==> src/rtl/sig_change_logger.sv <==
// rtl/sig_change_logger.sv - change monitor logging {mask, data, ts} records into a show-ahead FIFO
// Optional timestamp capture is enabled by defining SIG_CHANGE_LOGGER_TS_EN.
module sig_change_logger #(
  parameter int WIDTH  = 2,
  parameter int DEPTH  = 8,
  parameter int TS_W   = 16,
  parameter int DROP_W = 8
) (
  input  logic                     clk,
  input  logic                     rst_n,
  input  logic                     en,
  input  logic [WIDTH-1:0]         sig_in,
  output logic                     ev_valid,
  input  logic                     ev_ready,
  output logic [WIDTH-1:0]         ev_mask,
  output logic [WIDTH-1:0]         ev_data,
  output logic [TS_W-1:0]          ev_ts,
  output logic [$clog2(DEPTH):0]   level,
  output logic                     overflow,
  output logic [DROP_W-1:0]        drop_cnt,
  input  logic                     clr_ovf
);

  localparam int AW = $clog2(DEPTH);
`ifdef SIG_CHANGE_LOGGER_TS_EN
  localparam int REC_W = TS_W + 2 * WIDTH;
`else
  localparam int REC_W = 2 * WIDTH;
`endif

  logic [WIDTH-1:0]  r_prev;
  logic              r_primed;
  logic [AW:0]       r_wr;
  logic [AW:0]       r_rd;
  logic              r_ovf;
  logic [DROP_W-1:0] r_drop;
  logic [REC_W-1:0]  r_mem [DEPTH];

  logic [WIDTH-1:0]  w_chg;
  logic              w_valid;
  logic              w_full;
  logic              w_pop;
  logic              w_push_req;
  logic              w_push;
  logic              w_drop;
  logic [REC_W-1:0]  w_rec_in;
  logic [REC_W-1:0]  w_head;

  assign w_chg      = sig_in ^ r_prev;
  assign w_valid    = (r_wr != r_rd);
  assign w_full     = (r_wr[AW] != r_rd[AW]) && (r_wr[AW-1:0] == r_rd[AW-1:0]);
  assign w_pop      = w_valid && ev_ready;
  assign w_push_req = r_primed && en && (w_chg != '0);
  // A pop at the same edge frees the slot a full FIFO needs for the push.
  assign w_push     = w_push_req && (!w_full || w_pop);
  assign w_drop     = w_push_req && w_full && !w_pop;
  assign w_head     = r_mem[r_rd[AW-1:0]];

`ifdef SIG_CHANGE_LOGGER_TS_EN
  logic [TS_W-1:0] r_ts;

  always_ff @(posedge clk) begin
    if (!rst_n) begin
      r_ts <= '0;
    end else begin
      r_ts <= r_ts + 1'b1;
    end
  end

  assign w_rec_in = {r_ts, sig_in, w_chg};
  assign ev_ts    = w_valid ? w_head[REC_W-1 -: TS_W] : '0;
`else
  assign w_rec_in = {sig_in, w_chg};
  assign ev_ts    = '0;
`endif

  always_ff @(posedge clk) begin
    if (!rst_n) begin
      r_prev   <= '0;
      r_primed <= 1'b0;
      r_wr     <= '0;
      r_rd     <= '0;
    end else begin
      r_prev   <= sig_in;
      r_primed <= 1'b1;
      if (w_push) r_wr <= r_wr + 1'b1;
      if (w_pop)  r_rd <= r_rd + 1'b1;
    end
  end

  always_ff @(posedge clk) begin
    if (!rst_n) begin
      r_ovf  <= 1'b0;
      r_drop <= '0;
    end else if (w_drop) begin
      r_ovf  <= 1'b1;
      r_drop <= clr_ovf ? {{(DROP_W-1){1'b0}}, 1'b1}
                        : ((&r_drop) ? r_drop : r_drop + 1'b1);
    end else if (clr_ovf) begin
      r_ovf  <= 1'b0;
      r_drop <= '0;
    end
  end

  // Storage needs no reset: head outputs are gated by ev_valid.
  always_ff @(posedge clk) begin
    if (w_push) r_mem[r_wr[AW-1:0]] <= w_rec_in;
  end

  assign ev_valid = w_valid;
  assign ev_mask  = w_valid ? w_head[WIDTH-1:0] : '0;
  assign ev_data  = w_valid ? w_head[2*WIDTH-1:WIDTH] : '0;
  assign level    = r_wr - r_rd;
  assign overflow = r_ovf;
  assign drop_cnt = r_drop;

endmodule

==> config.mk <==
export PLATFORM = sky130hd
export DESIGN_NAME = sig_change_logger
export DESIGN_NICKNAME = d
export VERILOG_FILES = /design/src/rtl/sig_change_logger.sv
export SDC_FILE = /design/constraint.sdc
export NUM_CORES = 1
export LEC_CHECK = 0
export CAP_MARGIN = 30
export CELL_PAD_IN_SITES_DETAIL_PLACEMENT = 1
export CELL_PAD_IN_SITES_GLOBAL_PLACEMENT = 1
export CORE_MARGIN = 2
export CORE_UTILIZATION = 46
export DETAILED_ROUTE_END_ITERATION = 8
export PLACE_DENSITY_LB_ADDON = 0.25
export SLEW_MARGIN = 20
export SYNTH_ARGS = -nofsm -noshare
export SYNTH_HDL_FRONTEND = slang
export SYNTH_SLANG_ARGS = --single-unit
==> constraint.sdc <==
create_clock -name clk -period 5.7 [get_ports clk]
set_input_delay 1.425 -clock clk [delete_from_list [all_inputs] [get_ports clk]]
set_output_delay 1.425 -clock clk [all_outputs]
set_load 0.01 [all_outputs]
# After elaboration in Yosys (flattened, before gate mapping)
# Memory sizes are Yosys's and may differ from the RTL's. A register that Yosys moved wholly into a read port is not among the register bits.
# Index checks and enable logic that the tools add are counted.
[word_totals]
rom_bits = 0
ff_bits = 20
output_inout_bits = 34
n_memories = 1
latch_bits = 0
ram_bits = 32
[mem_list]
columns = ["memory", "depth", "width", "rd", "rd_ports_with_merged_regs", "write_ports", "line", "rtl"]
rows = [
  ["r_mem", 8, 4, 1, 1, 1, "37", "logic [REC_W-1:0] r_mem [DEPTH];"],
]
[classes]
mux = 13
n_reduce_logical = 14
order_cmp = 0
eq_ne = 4
n_bitwise = 1
addsub = 4
div_mod_pow = 0
shifts = 0
multipliers = 0
[op_table]
columns = ["cell", "count"]
rows = [
  ["8-bit 2-to-1 mux", 4],
  ["4-bit by 1-bit adder with 4-bit output, second input constant", 2],
  ["8-bit by 1-bit adder with 8-bit output, second input constant", 1],
  ["8-bit AND reduction", 1],
  ["1-bit logical AND", 7],
  ["3-bit 2-to-1 mux", 2],
  ["1-bit 2-to-1 mux", 5],
  ["2-bit 2-to-1 mux", 2],
  ["4-bit != test", 1],
  ["2-bit nonzero test", 2],
  ["4-bit subtractor", 1],
  ["3-bit == test", 1],
  ["1-bit logical NOT", 2],
  ["2-bit != test, second input constant", 1],
  ["2-bit AND reduction", 1],
  ["2-bit XOR", 1],
  ["1-bit logical OR", 1],
  ["1-bit != test", 1],
]

# Longest topological paths before layout
[depth]
ltp_word = 7
ltp_mapped = 6
depth_no_buf = 6

# Least setup slack after synthesis
# OpenSTA, ideal clock, no wires.
[synth_path]
path_type = "input to register"
startpoint = "input sig_in[0]"
endpoint = "memory r_mem[0][0] (netlist name) (enable)"
setup_time_ps = 377
arrival_time_ps = 2515
stages = 4
setup_slack_ps = 2808
n_path_buf = 0
path_cell_list = "xnor2_1 > a21oi_1 > nand2_1 > nor4_1"
[synth_via]
elab_chain_len = 6
[synth_lines]
columns = ["item", "line", "rtl"]
rows = [
  ["start, declared", "12", "input logic [WIDTH-1:0] sig_in,"],
  ["2-bit XOR", "49", "assign w_chg = sig_in ^ r_prev;"],
  ["2-bit nonzero test", "53", "assign w_push_req = r_primed && en && (w_chg != '0);"],
  ["1-bit logical AND", "53", ""],
  ["1-bit logical AND", "55", "assign w_push = w_push_req && (!w_full || w_pop);"],
  ["1-bit 2-to-1 mux", "107", "if (w_push) r_mem[r_wr[AW-1:0]] <= w_rec_in;"],
  ["1-bit 2-to-1 mux (not written as such)", "107", ""],
  ["end, declared", "37", ""],
]
# Every way passes these cells.

# Worst setup path after layout
[layout_path]
startpoint = "register r_wr[0]"
endpoint = "output ev_mask[0]"
[layout_via]
elab_chain_len = 2
[layout_lines]
columns = ["item", "line", "rtl"]
rows = [
  ["start, declared", "33", "logic [AW:0] r_wr;"],
  ["start signal, assigned", "86", "if (w_push) r_wr <= r_wr + 1'b1;"],
  ["4-bit != test", "50", "assign w_valid = (r_wr != r_rd);"],
  ["2-bit 2-to-1 mux", "111", "assign ev_mask = w_valid ? w_head[WIDTH-1:0] : '0;"],
  ["end, declared", "15", "output logic [WIDTH-1:0] ev_mask,"],
]
# Every way passes these cells.

==> impl_metrics.json <==
{
  "path_buf_inv": 2,
  "pre_cts_slack_ns": 1.69,
  "grt_pass1_vias": 1586,
  "nets": 249,
  "synth_edf_count": 32,
  "whs_ns": 0.519,
  "critPathCapture": "ev_mask[0]",
  "startpoint": "r_wr[0]",
  "cts_buffers": 5,
  "clkTransAtPathRegs_ns": 0.10,
  "outcome": "complete, no violations",
  "cts_root_buf": "clkbuf_8",
  "worstPathCellList": "inv_1, ha_1, nand3_1, nor2_1, nor2_1, clkdlybuf4s50_1",
  "cp.required_ns": 4.28,
  "clkSinkCount": 55,
  "crit_type": "reg -> out",
  "grt_pass1_wl_um": 8610,
  "clock.fmax_ghz": 0.265,
  "drc": 0,
  "netlist.area_leader.share": 0.373,
  "syn_inst": 211,
  "instances_no_fill": 308,
  "htree_levels": 2,
  "max-slew-margin-rel": 0.456,
  "postCtsSetupRepairBufs": 0,
  "utilization": 0.536,
  "cellLeakagePower_nw": 0.994,
  "dieArea_um2": 6210,
  "regToRegSetupSlack_ns": 3.08,
  "yosys_warnings": 0,
  "reg2reg_depth": 6,
  "placed_cells": 300,
  "cp-end-kind": "primary output",
  "ys_types": 41,
  "routedWlPerCell_um": 17.6,
  "regToRegEndpoint": "r_mem[0][2]",
  "grt_antenna_before_repair": 0,
  "first_pass_iters": 4,
  "period_share": 0.661,
  "drt_iter0_markers": 74,
  "max_cap_violations": 0,
  "crit_path_frequent_cell": "nor2_1",
  "hpwl_um": 4040,
  "synth_top_area_cell": "edfxtp_1",
  "tns_ns": 0,
  "drt_wl_total_um": 5430,
  "grt_max_degree": 22,
  "peakVddDrop_v": 0.000118,
  "hold_class": "reg -> reg",
  "syn_area_um2": 2570,
  "critical-path-slowest-cell": "clkdlybuf4s50_1",
  "final_max_slew_viol_count": 0,
  "design_area_um2": 2930,
  "critPathTopFamily": "buffers and inverters",
  "max_stage_delay_ns": 0.49,
  "cts_max_path_buffers": 2,
  "tightest_slew_ns": 0.809,
  "die_x_um": 78.8,
  "r2r_start": "r_wr[0]",
  "seq_area_frac_synth": 0.552,
  "layout-area-overhead-vs-synth_pct": 13.9,
  "hold_buffers": 0,
  "ys_ff_latch": 55,
  "die_h_um": 78.8,
  "n_fill_cell": 600,
  "hold_violations": 0,
  "power_density_nw_per_um2": 275,
  "async_reset_ff_frac": 0,
  "multiInputGateArea_um2": 1040,
  "tritoncts": "done",
  "viasPerCell": 5.33,
  "cts-resized-gates": 0,
  "postPlaceCellArea_um2": 2820,
  "p_total_uw": 806,
  "grt_usage": 0.183,
  "period_needed_ns": 3.77,
  "rsz0062_at_grt": "no",
  "worst-path-stages": 6,
  "crit_fanout": 7,
  "synthFlopType": "edfxtp_1",
  "avgSynthCellArea_um2": 12.2,
  "seq_area_um2": 1420,
  "num_vias": 1642,
  "yosys-top-cells-area": "edfxtp_1 37%, dfxtp_1 18%, mux4_2 7.0%",
  "postRouteAntennaNets": 0,
  "fin_skew_ns": 0.00649,
  "setup_slack_ns": 1.93,
  "overflow": 0,
  "clock_latency_ns": 0.30,
  "antenna_cells": 0,
  "crit_arrival_ns": 2.34,
  "num_rows": 27,
  "start_kind": "register",
  "io_pins": 41,
  "portBuffers": 24,
  "gp_congestion": 0.777,
  "initial_core_util": 0.471,
  "setup_viol": 0,
  "drive_above_1_share": 0.0678,
  "core-area_um2": 5470
}
Yosys cell counts, types with 2 or more instances:
cell type  count
a21o_1         2
a21oi_1        4
and2_1         6
buf_4         16
clkbuf_1       4
dfxtp_1       23
edfxtp_1      32
ha_1           6
inv_1          8
mux2i_1       11
mux4_2         8
nand2_1       13
nand2b_1       9
nand3_1        9
nand4_1        3
nor2_1        10
nor2b_1        3
nor3_1         5
nor4_1         4
o211ai_1       3
o21ai_0        3
o31ai_1        3
or4_1          2
xnor2_1        6
xor2_1         2
placed cells by master (no fill, tap or decap), types with 8 or more instances in the layout:
| master | netlist | final |
|---|---|---|
| nand2b_1 | 9 | 9 |
| edfxtp_1 | 32 | 32 |
| nand2_1 | 13 | 13 |
| inv_1 | 8 | 8 |
| dfxtp_1 | 23 | 23 |
| clkdlybuf4s50_1 | 0 | 24 |
| nor2_1 | 10 | 10 |
| mux2i_1 | 11 | 11 |
| nand3_1 | 9 | 9 |
| conb_1 | 1 | 16 |
| mux4_2 | 8 | 8 |
registers in the layout (all words and copies together) (netlist names), named ones only:
signal	flops
overflow	1
r_mem	32
r_prev	2
r_rd	4
r_wr	4
drop_cnt	8
r_primed	1
per-layer routing:
metal  global-route usage  routed length (um)  vias up
met4               0.0552                  97        0
met3               0.0341                 178        8
met5                    0                   0        -
met1                0.233                2400      806
li1                     -                   -      790
met2                0.321                2760       38
worst reg2reg max path, cell delays in order (launching register included):
cell      delay, ns
dfxtp_1        0.47
inv_1          0.14
ha_1           0.34
nand4b_1       0.18
nand2b_1       0.29
nand2_1        0.18
nor4_1         0.66
power by group:
group,leakage (nW),total [mW],internal [mW],switching [mW]
clock,0.0514,0.254,0.131,0.123
sequential,0.475,0.439,0.428,0.0110
combinational,0.468,0.113,0.0555,0.0571
cells by family (layout without fill, tap and decap cells):
group,after synthesis,count (layout),synth area share
compound gates,22,22,0.0588
xor+xnor,8,8,0.0272
fa+ha+maj,7,7,0.0369
buf+inv,30,40,0.0675
flops,55,55,0.552
mux,19,19,0.113
other cells,1,16,0.00146
simple gates,69,69,0.143
area by class of cell:
cell class,count,share of cell area
Multi-Input combinational cell,141,0.355
Sequential cell,55,0.484
Inverter,8,0.0102
Tap cell,72,0.0307
Timing Repair Buffer,24,0.0819
Clock inverter,2,0.0128
Clock buffer,6,0.0247
how the worst min path moves through the flow:
stage | slack [ns] | cells past startpoint | to | startpoint
6_report | 0.52 | 2 | drop_cnt[3] | drop_cnt[3]
5_1_grt | 0.55 | 2 | drop_cnt[3] | drop_cnt[3]
4_1_cts | 0.52 | 2 | drop_cnt[3] | drop_cnt[3]
3_5_place_dp | 0.50 | 2 | drop_cnt[3] | drop_cnt[3]
3_3_place_gp | 0.50 | 2 | drop_cnt[3] | drop_cnt[3]
2_1_floorplan | 0.48 | 2 | r_wr[3] | r_wr[3]
(Power assumes the default switching activity.)
